[config.mk]
export PLATFORM = sky130hd
export DESIGN_NAME = npc_halt_ctrl
export DESIGN_NICKNAME = d
export VERILOG_FILES = /design/src/rtl/npc_trap_pkg.sv /design/src/rtl/npc_watchdog.sv /design/src/rtl/npc_halt_ctrl.sv
export SDC_FILE = /design/constraint.sdc
export NUM_CORES = 1
export LEC_CHECK = 0
export CORE_ASPECT_RATIO = 1.25
export CORE_UTILIZATION = 40
export CTS_CLUSTER_DIAMETER = 100
export CTS_CLUSTER_SIZE = 10
export DETAILED_ROUTE_END_ITERATION = 8
export PLACE_DENSITY = 0.68
export RECOVER_POWER = 50
export SYNTH_ARGS = -nofsm -noshare
export SYNTH_HDL_FRONTEND = slang
export SYNTH_HIERARCHICAL = 1
export SYNTH_SLANG_ARGS = --single-unit
[constraint.sdc]
create_clock -name clock -period 7.9 [get_ports clock]
set_input_delay 0.79 -clock clock [delete_from_list [all_inputs] [get_ports clock]]
set_output_delay 0.79 -clock clock [all_outputs]
set_load 0.02 [all_outputs]
[src/rtl/npc_trap_pkg.sv]
// Shared types and constants for the NPC simulation-termination controller.
// Optional DPI trap reporting in the top is enabled by defining NPC_DPI_TRAP_EN.
package npc_trap_pkg;

    typedef enum logic [1:0] {
        RUN   = 2'd0,
        DRAIN = 2'd1,
        HALT  = 2'd2
    } state_t;

    localparam logic [1:0] TRAP_NONE    = 2'b00;
    localparam logic [1:0] TRAP_GOOD    = 2'b01;
    localparam logic [1:0] TRAP_BAD     = 2'b10;
    localparam logic [1:0] TRAP_TIMEOUT = 2'b11;

    localparam logic [31:0] EBREAK_INST = 32'h0010_0073;

endpackage

[src/rtl/npc_watchdog.sv]
// Idle-core watchdog: counts cycles without a retired instruction, saturating,
// and flags when the count equals a non-zero threshold.
module npc_watchdog
    import npc_trap_pkg::*;
#(
    parameter int TMO_W = 32
) (
    input  logic             clock,
    input  logic             reset,
    input  logic             count_en,
    input  logic             inst_valid,
    input  logic [TMO_W-1:0] threshold,
    output logic             match
);

    logic [TMO_W-1:0] idle_cnt;

    always_ff @(posedge clock or posedge reset) begin
        if (reset) begin
            idle_cnt <= '0;
        end else if (count_en) begin
            if (inst_valid) begin
                idle_cnt <= '0;
            end else if (idle_cnt != '1) begin
                idle_cnt <= idle_cnt + TMO_W'(1);
            end
        end
    end

    // A zero threshold disables the watchdog entirely.
    assign match = (threshold != '0) && (idle_cnt == threshold);

endmodule

[src/rtl/npc_halt_ctrl.sv]
// Simulation-termination sequencer: RUN -> DRAIN -> HALT on ebreak or watchdog.
// Define NPC_DPI_TRAP_EN to print the trap result on HALT entry.
module npc_halt_ctrl
    import npc_trap_pkg::*;
#(
    parameter int XLEN      = 64,
    parameter int CNT_W     = 64,
    parameter int DRAIN_MAX = 16,
    parameter int TMO_W     = 32
) (
    input  logic             clock,
    input  logic             reset,
    input  logic             inst_valid,
    input  logic [31:0]      inst,
    input  logic [XLEN-1:0]  a0,
    input  logic             lsu_busy,
    input  logic             wb_pending,
    input  logic [TMO_W-1:0] timeout_cycles,
    output logic             halt_req,
    output logic             halted,
    output logic             trap_valid,
    output logic [1:0]       trap_code,
    output logic [CNT_W-1:0] cycle_cnt,
    output logic [CNT_W-1:0] instret_cnt
);

    localparam int DW = $clog2(DRAIN_MAX + 1);

    state_t          state;
    logic [1:0]      code;
    logic [DW-1:0]   drain_cnt;
    logic            is_ebreak;
    logic            wd_match;
    logic            drained;
    logic            drain_expired;

    assign is_ebreak     = inst_valid && (inst == EBREAK_INST);
    assign drained       = !lsu_busy && !wb_pending;
    assign drain_expired = (drain_cnt == DW'(DRAIN_MAX - 1));

    npc_watchdog #(
        .TMO_W(TMO_W)
    ) u_watchdog (
        .clock     (clock),
        .reset     (reset),
        .count_en  (state == RUN),
        .inst_valid(inst_valid),
        .threshold (timeout_cycles),
        .match     (wd_match)
    );

    // ebreak takes priority over a coincident watchdog match; in DRAIN the
    // drained check wins over the forced-halt limit in the same cycle.
    always_ff @(posedge clock or posedge reset) begin
        if (reset) begin
            state       <= RUN;
            code        <= TRAP_NONE;
            drain_cnt   <= '0;
            trap_valid  <= 1'b0;
            cycle_cnt   <= '0;
            instret_cnt <= '0;
        end else begin
            trap_valid <= 1'b0;
            case (state)
                RUN: begin
                    cycle_cnt <= cycle_cnt + CNT_W'(1);
                    if (inst_valid) begin
                        instret_cnt <= instret_cnt + CNT_W'(1);
                    end
                    if (is_ebreak) begin
                        code      <= (a0 == '0) ? TRAP_GOOD : TRAP_BAD;
                        drain_cnt <= '0;
                        state     <= DRAIN;
                    end else if (wd_match) begin
                        code      <= TRAP_TIMEOUT;
                        drain_cnt <= '0;
                        state     <= DRAIN;
                    end
                end
                DRAIN: begin
                    cycle_cnt <= cycle_cnt + CNT_W'(1);
                    if (drained) begin
                        state      <= HALT;
                        trap_valid <= 1'b1;
                    end else if (drain_expired) begin
                        state      <= HALT;
                        trap_valid <= 1'b1;
                        code       <= TRAP_TIMEOUT;
                    end else begin
                        drain_cnt <= drain_cnt + DW'(1);
                    end
                end
                HALT: begin
                end
                default: begin
                    state <= RUN;
                end
            endcase
        end
    end

    assign halt_req  = (state != RUN);
    assign halted    = (state == HALT);
    assign trap_code = halted ? code : TRAP_NONE;

`ifdef NPC_DPI_TRAP_EN
    always @(posedge clock) begin
        if (!reset && trap_valid) begin
            case (trap_code)
                TRAP_GOOD: $display("HIT GOOD TRAP");
                TRAP_BAD:  $display("HIT BAD TRAP");
                default:   $display("HIT TIMEOUT");
            endcase
        end
    end
`endif

endmodule

# Yosys cells after proc, flatten, opt, wreduce, memory -nomap -nowiden
# Index checks and enable logic that the tools add are counted.
[totals] regBits=170 output_inout_bits=133
[op_classes] n_eq_ne=11 n_reduce_logical=17 n_bitwise=1 add_sub_neg=4 mux=22
[op_table] op="adder 64 x 1 -> 64 bit (second input constant)" count=2
[op_table] op="logical NOT 64 bit" count=1
[op_table] op="two-way mux 32 bit" count=2
[op_table] op="adder 32 x 1 -> 32 bit (second input constant)" count=1
[op_table] op="equality test 32 x 21 -> 1 bit (second input constant)" count=1
[op_table] op="equality test 32 bit" count=1
[op_table] op="inequality test 32 bit (second input constant)" count=1
[op_table] op="nonzero test 32 bit" count=1
[op_table] op="two-way mux 2 bit" count=10
[op_table] op="two-way mux 5 bit" count=4
[op_table] op="one-hot mux 5 bit (2 select lines)" count=1
[op_table] op="AND reduction 4 bit" count=2
[op_table] op="inequality test 2 bit (second input constant)" count=3
[op_table] op="inequality test 3 bit (second input constant)" count=2
[op_table] op="one-hot mux 2 bit (3 select lines)" count=1
[op_table] op="nonzero test 2 bit" count=3
[op_table] op="adder 5 x 1 -> 5 bit (second input constant)" count=1
[op_table] op="equality test 5 x 4 -> 1 bit (second input constant)" count=1
[op_table] op="one-hot mux 2 bit (2 select lines)" count=1
[op_table] op="AND reduction 2 bit" count=2
[op_table] op="logical AND 1 bit" count=3
[op_table] op="two-way mux 1 bit" count=3
[op_table] op="AND reduction 3 bit" count=1
[op_table] op="equality test 2 x 1 -> 1 bit (second input constant)" count=1
[op_table] op="other kinds (5)" count=6

# Logic depth before layout (Yosys ltp)
# Gate-level depths: netlist (run 1).
[logic_depth] word_depth=5 ltp_mapped=10

# Modules after synthesis
# Netlist (run 1), hierarchy kept.
[by_module_without_submodules] module="npc_halt_ctrl" cells_per_inst=602 instances=1 area_each_um2=6541.3 seq_area_each_um2=3453.3
[by_module_without_submodules] module="npc_watchdog" cells_per_inst=289 instances=1 area_each_um2=2363.5 seq_area_each_um2=800.8

# Worst setup path before layout (run 1)
# Ideal clock, no wire load.
[synth_path] path_type="reg2reg" from="register u_watchdog.idle_cnt[0]" to="register u_watchdog.idle_cnt[30]" required_ns=7.831 arrival_time_ns=2.227 slack_ns=5.604 path_stages_with_launch=7 cell_sequence="dfrtp_1 ha_1 nand4_1 or4_4 or4_4 or4_1 nand3_1"
[synth_between] elab_chain_len=3 elab_cells_between_ends=6
[synth_lines] element="start, declared" line_no="npc_watchdog.sv:16" rtl="logic [TMO_W-1:0] idle_cnt;"
[synth_lines] element="start signal, assigned" line_no="npc_watchdog.sv:25" rtl="idle_cnt <= idle_cnt + TMO_W'(1);"
[synth_lines] element="adder 32 x 1 -> 32 bit / inequality test 32 bit (equally long branches)" line_no="npc_watchdog.sv:25, npc_watchdog.sv:24"
[synth_lines] element="two-way mux 32 bit / nonzero test 2 bit (equally long branches)"
[synth_lines] element="two-way mux 32 bit / AND reduction 2 bit (equally long branches)"
# Parallel ways exist; a longest one is shown, timed or not. The select of a mux whose other input is x is not followed.
# A chain may end at the register's enable or synchronous reset.

# Worst setup path after layout (run 1)
[layout_path] from="input port inst_valid" to="register instret_cnt[54]"
[layout_between] elab_chain_len=1
[layout_lines] element="start, declared" line_no="npc_halt_ctrl.sv:13" rtl="input logic inst_valid,"
[layout_lines] element="AND reduction 2 bit (no source line)"
[layout_lines] element="end signal, assigned" line_no="npc_halt_ctrl.sv:68" rtl="instret_cnt <= instret_cnt + CNT_W'(1);"
[layout_lines] element="end, declared" line_no="npc_halt_ctrl.sv:24" rtl="output logic [CNT_W-1:0] instret_cnt"
# Every way passes these cells.

==> summary.txt, run 1 <==
Synthesis
  – Top-count cell post-synth: dfrtp_1
  – Synth Cell Area: about 9000 um^2
  – Synth Register Bits: 170
  – Syn Nets: 1029
  – Yosys top cell area share: 0.478
  – Commonest cells post-synth: dfrtp_1, xor2_1, nand2_1
  – Synth Warn #: 6
  – Post-synthesis sequential area ratio: 0.478
  – EDFF count, synth: 0
  – Syn avg cell area: between 9 and 10 um^2
  – Synth area leader: dfrtp_1
  – Post-Syn Instances: 891
  – Area contributors post-synth: dfrtp_1, xor2_1, xnor2_1, nand4_1, nor4_1
  – Predominant post-synthesis flop cell: dfrtp_1
  – Fraction of registers with async set/reset: 1.00
  – Netlist cell types: 54

Power and ir drop
  – P_int: 1.59 mW
  – Final Total Pwr: roughly 2.2 mW
  – Combinational power share: 0.164
  – P_sw: 637 uW
  – Switching Fraction: 0.286
  – PwrDens: about 180 nW/um^2
  – Clk network pwr share: 0.395
  – Worst ir drop on vdd: between 0.15 and 0.2 mV
  – Leakage power: ~5.6 nW
  – Sequential Power Share: 0.441

Floorplan
  – Core ar.: ~22000 um^2
  – I/O pins: 266
  – Row Count: 60
  – Starting Density: 0.410
  – Die Ht: 169 um
  – DIE WIDTH: ~140 um
  – DIE AREA: between 20000 and 25000 um^2

STA
  – RSZ-0062 raised after global routing: no
  – Post-route minimum period: between 4 and 5 ns
  – Worst rel slew slack: -1.29
  – Final Setup Violations: 0
  – Max Fclk: 0.209 GHz
  – Fin crit share: 0.605
  – Final hold violations: 0
  – Fin Setup TNS: 0 ns
  – Worst-margin pin slew: between 3 and 4 ns
  – Max Clock Skew: between 0.01 and 0.015 ns
  – Fin. max-slew vios: 160
  – Worst hold margin: ~0.46 ns

Global route
  – Initial antenna violation count: 0
  – First-pass GRT wire length: roughly 40000 um
  – GRT overflow: 0
  – Tot GR Track Use: 0.225
  – Largest net degree at the start of global routing: 76
  – Vias in the first global route: roughly 7.7k

Clocking
  – Hold Buf Count CTS: 0
  – H-tree depth: 4
  – CTS Buf Count: 17
  – CTS-repair resized insts: 0
  – TritonCTS clock tree: yes
  – Clk buf depth: 2
  – Clock-pin slew on the worst setup and hold paths: 0.07 ns
  – Clock sink count: 170
  – Post CTS Setup Buffer Count: 0
  – Worst-Skew Late Latency: 0.44 ns
  – CTS root buf: clkbuf_16

Routing
  – Metal-1 WL: around 10000 um
  – Drt drc: 0
  – Number of DRC markers in iteration 0: about 450
  – Drt wl/cell: about 17 um
  – Top Metal Used: met4
  – Met3 routed WL: 1610 um
  – Drt pass-1 iters: 5
  – Met2 wire len: between 10000 and 15000 um
  – Routed vias: between 7k and 8k
  – ANT nets after route: 0
  – DRT Wirelength: 24900 um
  – Via-per-instance ratio: 5.50

Layout
  – Diode count: 0
  – Nets: between 1k and 1.5k
  – Filler cell count: between 1.5k and 2k
  – Layout cells sized above 1: 0.0499
  – Final std cells w/o fill: roughly 1.4k
  – Area delta synth->final: 39.0%

Worst setup path
  – R2r endpoint: instret_cnt[54]
  – CP delay by family, top: simple AND/OR/NAND/NOR gates
  – Delay of the slowest critical-path stage: between 1 and 1.5 ns
  – Worst reg2reg startpoint: state[1]
  – CP Cell Sequence: dlygate4sd3_1, clkbuf_1, nand3_1, nor4_1, nand3_4, nor4_1, xor2_1
  – Critical Path Fanout Max: 39
  – Worst Setup Start Kind: input port
  – Worst r2r path cells: 5
  – Critical path's most frequent cell: nor4_1
  – WP data required: a little over 8 ns
  – Kind of critical path: in2reg
  – CP Buf/Inv Count: 2
  – Worst EP arrival: 5.13 ns
  – CP Capture Type: register
  – R2r setup slk: approximately 4.5 ns
  – Slowest stage cell, crit path: nor4_1

Place
  – DP HPWL: 18700 um
  – Final GP Congestion: 0.907
  – Port Buffers: between 200 and 300
  – Total placed cells including tap cells: 1409

Hold path
  – Hold_sp: instret_cnt[63]
  – Min-Delay Path Class: reg2reg
  – Hold Crit Endpoint: instret_cnt[63]
  – Hold depth: 1

Job
  – Maxcap violations: 5

Status
  – Failing checks: capacitance limit, slew limit
  – Status: finished, violations left
## worst max path at each step
stage / from / end / cells after the start
floorplan: reset / code[0] / 1
global placement: inst_valid / code[0] / 7
detailed placement: inst_valid / instret_cnt[54] / 7
CTS: inst_valid / instret_cnt[54] / 7
global route: inst_valid / instret_cnt[56] / 7
finish: inst_valid / instret_cnt[54] / 7
## worst register-to-register path, stage by stage, from the launching register on
cell and delay, ns:
dfrtp_1 0.50, or3b_4 0.47, nor4_1 1.23, nand3_4 0.51, nor4_1 0.46, xor2_1 0.19
## layout make-up
cell class	count	area [um^2]	share of cell area
Clock inverter	14	174	0.0140
Sequential cell	170	4250	0.344
Multi-Input combinational cell	670	4400	0.356
Tap cell	279	349	0.0282
Clock buffer	18	439	0.0355
Inverter	20	76.3	0.00617
Timing Repair Buffer	270	2680	0.217
## metrics by stage
step	instance area (um^2)	util	setup WS (ns)
after floorplan	8900	-	3.41
after global placement	11800	0.544	4.54
after detailed placement	11800	0.544	4.48
after CTS	12400	0.572	4.93
after global routing	12400	0.571	2.76
final	12400	0.571	3.12
## routing by layer
layer	vias up	global-route usage
met5	-	0
met2	336	0.400
met4	0	0.0718
met1	3820	0.270
li1	3738	-
met3	30	0.0455
## power by group through the flow
stage               Clock, mW  Sequential, mW  Combinational [mW]
floorplan                   0            1.02               0.149
global placement            0            1.00               0.374
detailed placement          0            1.00               0.377
CTS                     0.898           0.984               0.379
global route            0.933           0.993               0.396
finish                  0.879           0.983               0.365
## registers in the layout, summed over array words and instances (netlist names)
| signal | cells |
|---|---|
| cycle_cnt | 64 |
| trap_valid | 1 |
| code | 2 |
| state | 2 |
| u_watchdog/idle_cnt | 32 |
| instret_cnt | 64 |
| drain_cnt | 5 |
## cell usage in the layout (no fill, tap or decap), types with 17 or more instances in the layout
cell | Yosys | layout
dfrtp_1 | 170 | 170
clkbuf_16 | 0 | 17
nand4_1 | 55 | 55
clkdlybuf4s50_1 | 0 | 174
dlygate4sd3_1 | 0 | 91
nand3_1 | 53 | 53
nor4_1 | 55 | 57
o21ai_0 | 33 | 33
and3_1 | 21 | 21
nor3_1 | 26 | 26
nand2_1 | 81 | 81
xor2_1 | 86 | 86
inv_1 | 20 | 19
xnor2_1 | 72 | 72
nor2_1 | 58 | 58
## cells by family (layout without fill, tap and decap cells)
kind of cell | after synthesis | in the layout | synth area share
XOR/XNOR | 158 | 158 | 0.155
buffers and inverters | 51 | 322 | 0.0243
AO/OA/AOI/OAI | 80 | 80 | 0.0570
multiplexers | 11 | 11 | 0.0129
adder cells (fa/ha/maj) | 5 | 5 | 0.00703
flip-flops | 170 | 170 | 0.478
AND/OR/NAND/NOR | 416 | 416 | 0.266
No activity file was read; power rests on OpenSTA's default activity.
==> run 2, diff against run 1 <==
==> constraint.sdc (replaced) <==
create_clock -name clock -period 4.6 [get_ports clock]
set_input_delay 0.46 -clock clock [delete_from_list [all_inputs] [get_ports clock]]
set_output_delay 0.46 -clock clock [all_outputs]
set_load 0.02 [all_outputs]
==> run 2 against run 1 <==
Effect of this change:
- critical path depth shrank 2
- cell count is essentially flat
- critical endpoint is now instret_cnt[62]
- sequential power grew 71%
- clock-buffer cell count is the same
- sequential cell count is the same
- non-clock buffer count grew 1
- the run still ends with capacitance limit, slew limit left
- register-to-register slack lost 3.2 ns
- global-route usage grew 0.46 points
- clock skew shrank 0.0020 ns
- first-iteration DRC count shrank 17%
- routed wire length is essentially flat
- critical path type is now reg2reg
- combinational power grew 70%
==> summary.txt, run 2 (same netlist as run 1, synthesis figures left out) <==
Routing
  – DRT Wirelength: approximately 25000 um
  – ANT nets after route: 0
  – Number of DRC markers in iteration 0: around 380
  – Drt drc: 0
  – Via-per-instance ratio: 5.44
  – Drt wl/cell: approximately 17 um
  – Drt pass-1 iters: 5
  – Routed vias: ~7.8k

Status
  – Failing checks: capacitance limit, slew limit
  – Status: finished, violations left

Clocking
  – H-tree depth: 4
  – Clk buf depth: 2
  – CTS Buf Count: 17
  – Clock sink count: between 150 and 200
  – TritonCTS clock tree: yes
  – Worst-Skew Late Latency: 0.43 ns
  – CTS-repair resized insts: 0
  – Post CTS Setup Buffer Count: 0
  – Clock-pin slew on the worst setup and hold paths: about 0.070 ns
  – Hold Buf Count CTS: 0
  – CTS root buf: clkbuf_16

Layout
  – Layout cells sized above 1: 0.0490
  – Area delta synth->final: 38.6%
  – Top flop regs: cycle_cnt x64, instret_cnt x64, u_watchdog/idle_cnt x32
  – Fin area: roughly 12000 um^2
  – Most frequent cells in the layout: clkdlybuf4s50_1, dfrtp_1, xor2_1, nand2_1, xnor2_1
  – End-of-flow core utilization: 0.569
  – Nets: 1288
  – Most common cell after layout, fill and taps aside: clkdlybuf4s50_1
  – Diode count: 0

Worst setup path
  – Worst Setup Start Kind: register
  – Critical Path Fanout Max: 17
  – CP Capture Type: register
  – WP data required: slightly below 5 ns
  – Kind of critical path: reg2reg
  – R2r setup slk: 1.24 ns
  – Worst EP arrival: 3.71 ns

Global route
  – Tot GR Track Use: 0.230
  – GRT overflow: 0
  – Initial antenna violation count: 0
  – First-pass GRT wire length: approximately 41000 um
  – Vias in the first global route: around 7.9k
  – Largest net degree at the start of global routing: between 80 and 90

STA
  – Final Setup Violations: 0
  – Max Fclk: 0.297 GHz
  – Worst-margin pin slew: around 1.9 ns
  – Fin Setup TNS: 0 ns
  – Fin. max-slew vios: slightly above 90
  – Final hold violations: 0
  – Fin crit share: 0.731
  – Max Clock Skew: approximately 0.010 ns
  – RSZ-0062 raised after global routing: no
  – Post-route minimum period: approximately 3.4 ns
  – Worst rel slew slack: -0.274

Floorplan
  – DIE AREA: between 20000 and 25000 um^2
  – I/O pins: 266
  – Die Ht: 169 um
  – Starting Density: 0.410
  – Core ar.: 21700 um^2
  – Row Count: 60
  – DIE WIDTH: 135 um

Place
  – Final GP Congestion: around 0.96
  – Placed Area: about 12000 um^2
  – DP HPWL: approximately 19000 um
  – Port Buffers: roughly 270

Hold path
  – Min-Delay Path Class: reg2reg

Power and ir drop
  – PwrDens: roughly 300 nW/um^2
  – Leakage power: 5.40 nW
  – Worst ir drop on vdd: 0.225 mV

Job
  – Maxcap violations: 4
[run 2: cell count changes in the layout (fill, tap and decap cells not counted), sizes merged]
cell | previous run | this run
clkdlybuf4s50 | 174 | 223
bufinv | 2 | 0
clkinv | 0 | 4
clkinvlp | 4 | 1
clkbuf | 20 | 21
inv | 28 | 29
dlygate4sd3 | 91 | 42
[run 2: power by group]
group	internal [mW]	switching, mW
clock network	0.742	0.672
registers	1.57	0.111
logic	0.315	0.305
[run 2: layout make-up]
cell class                      instances  area, um^2
Timing Repair Buffer                  271        2690
Clock inverter                         14         149
Multi-Input combinational cell        670        4390
Inverter                               20        80.1
Tap cell                              279         349
Sequential cell                       170        4250
Clock buffer                           18         439
Fill cell                            1944        9350
[run 2: path summary, 6_finish.rpt]
kind | start | endpoint | cells after the start
worst min register to register | instret_cnt[63] | instret_cnt[63] | 1
worst max register to register | state[1] | instret_cnt[62] | 5
worst max-delay path | state[1] | instret_cnt[62] | 5
max in group asynchronous | reset | instret_cnt[34] | 3
min in group asynchronous | reset | instret_cnt[0] | 2
worst min-delay path | instret_cnt[63] | instret_cnt[63] | 1
[run 2: stage by stage]
step | power (mW) | std cells | setup slack [ns] | hold WS [ns]
floorplan | 2.01 | 891 | 0.444 | 0.466
global placement | 2.35 | 1410 | 1.70 | 0.458
detailed placement | 2.36 | 1410 | 1.60 | 0.469
CTS | 3.78 | 1442 | 1.85 | 0.478
global route | 3.90 | 1442 | 0.852 | 0.488
finish | 3.72 | 1442 | 1.24 | 0.473
[run 2: worst max-delay path, stage by stage, from the launching register on]
cell	delay, ns
dfrtp_1	0.51
or3b_1	0.49
nor4_1	1.13
nand3_4	0.47
nor4_1	0.51
xor2_1	0.18
[run 2: metal layers]
metal	routed length, um	vias up	share of wire	global-route usage
met5	0	-	0	0
met4	349	0	0.014	0.0650
met3	1480	27	0.059	0.0458
met2	13200	306	0.53	0.416
met1	9840	3760	0.40	0.272
li1	-	3750	-	-
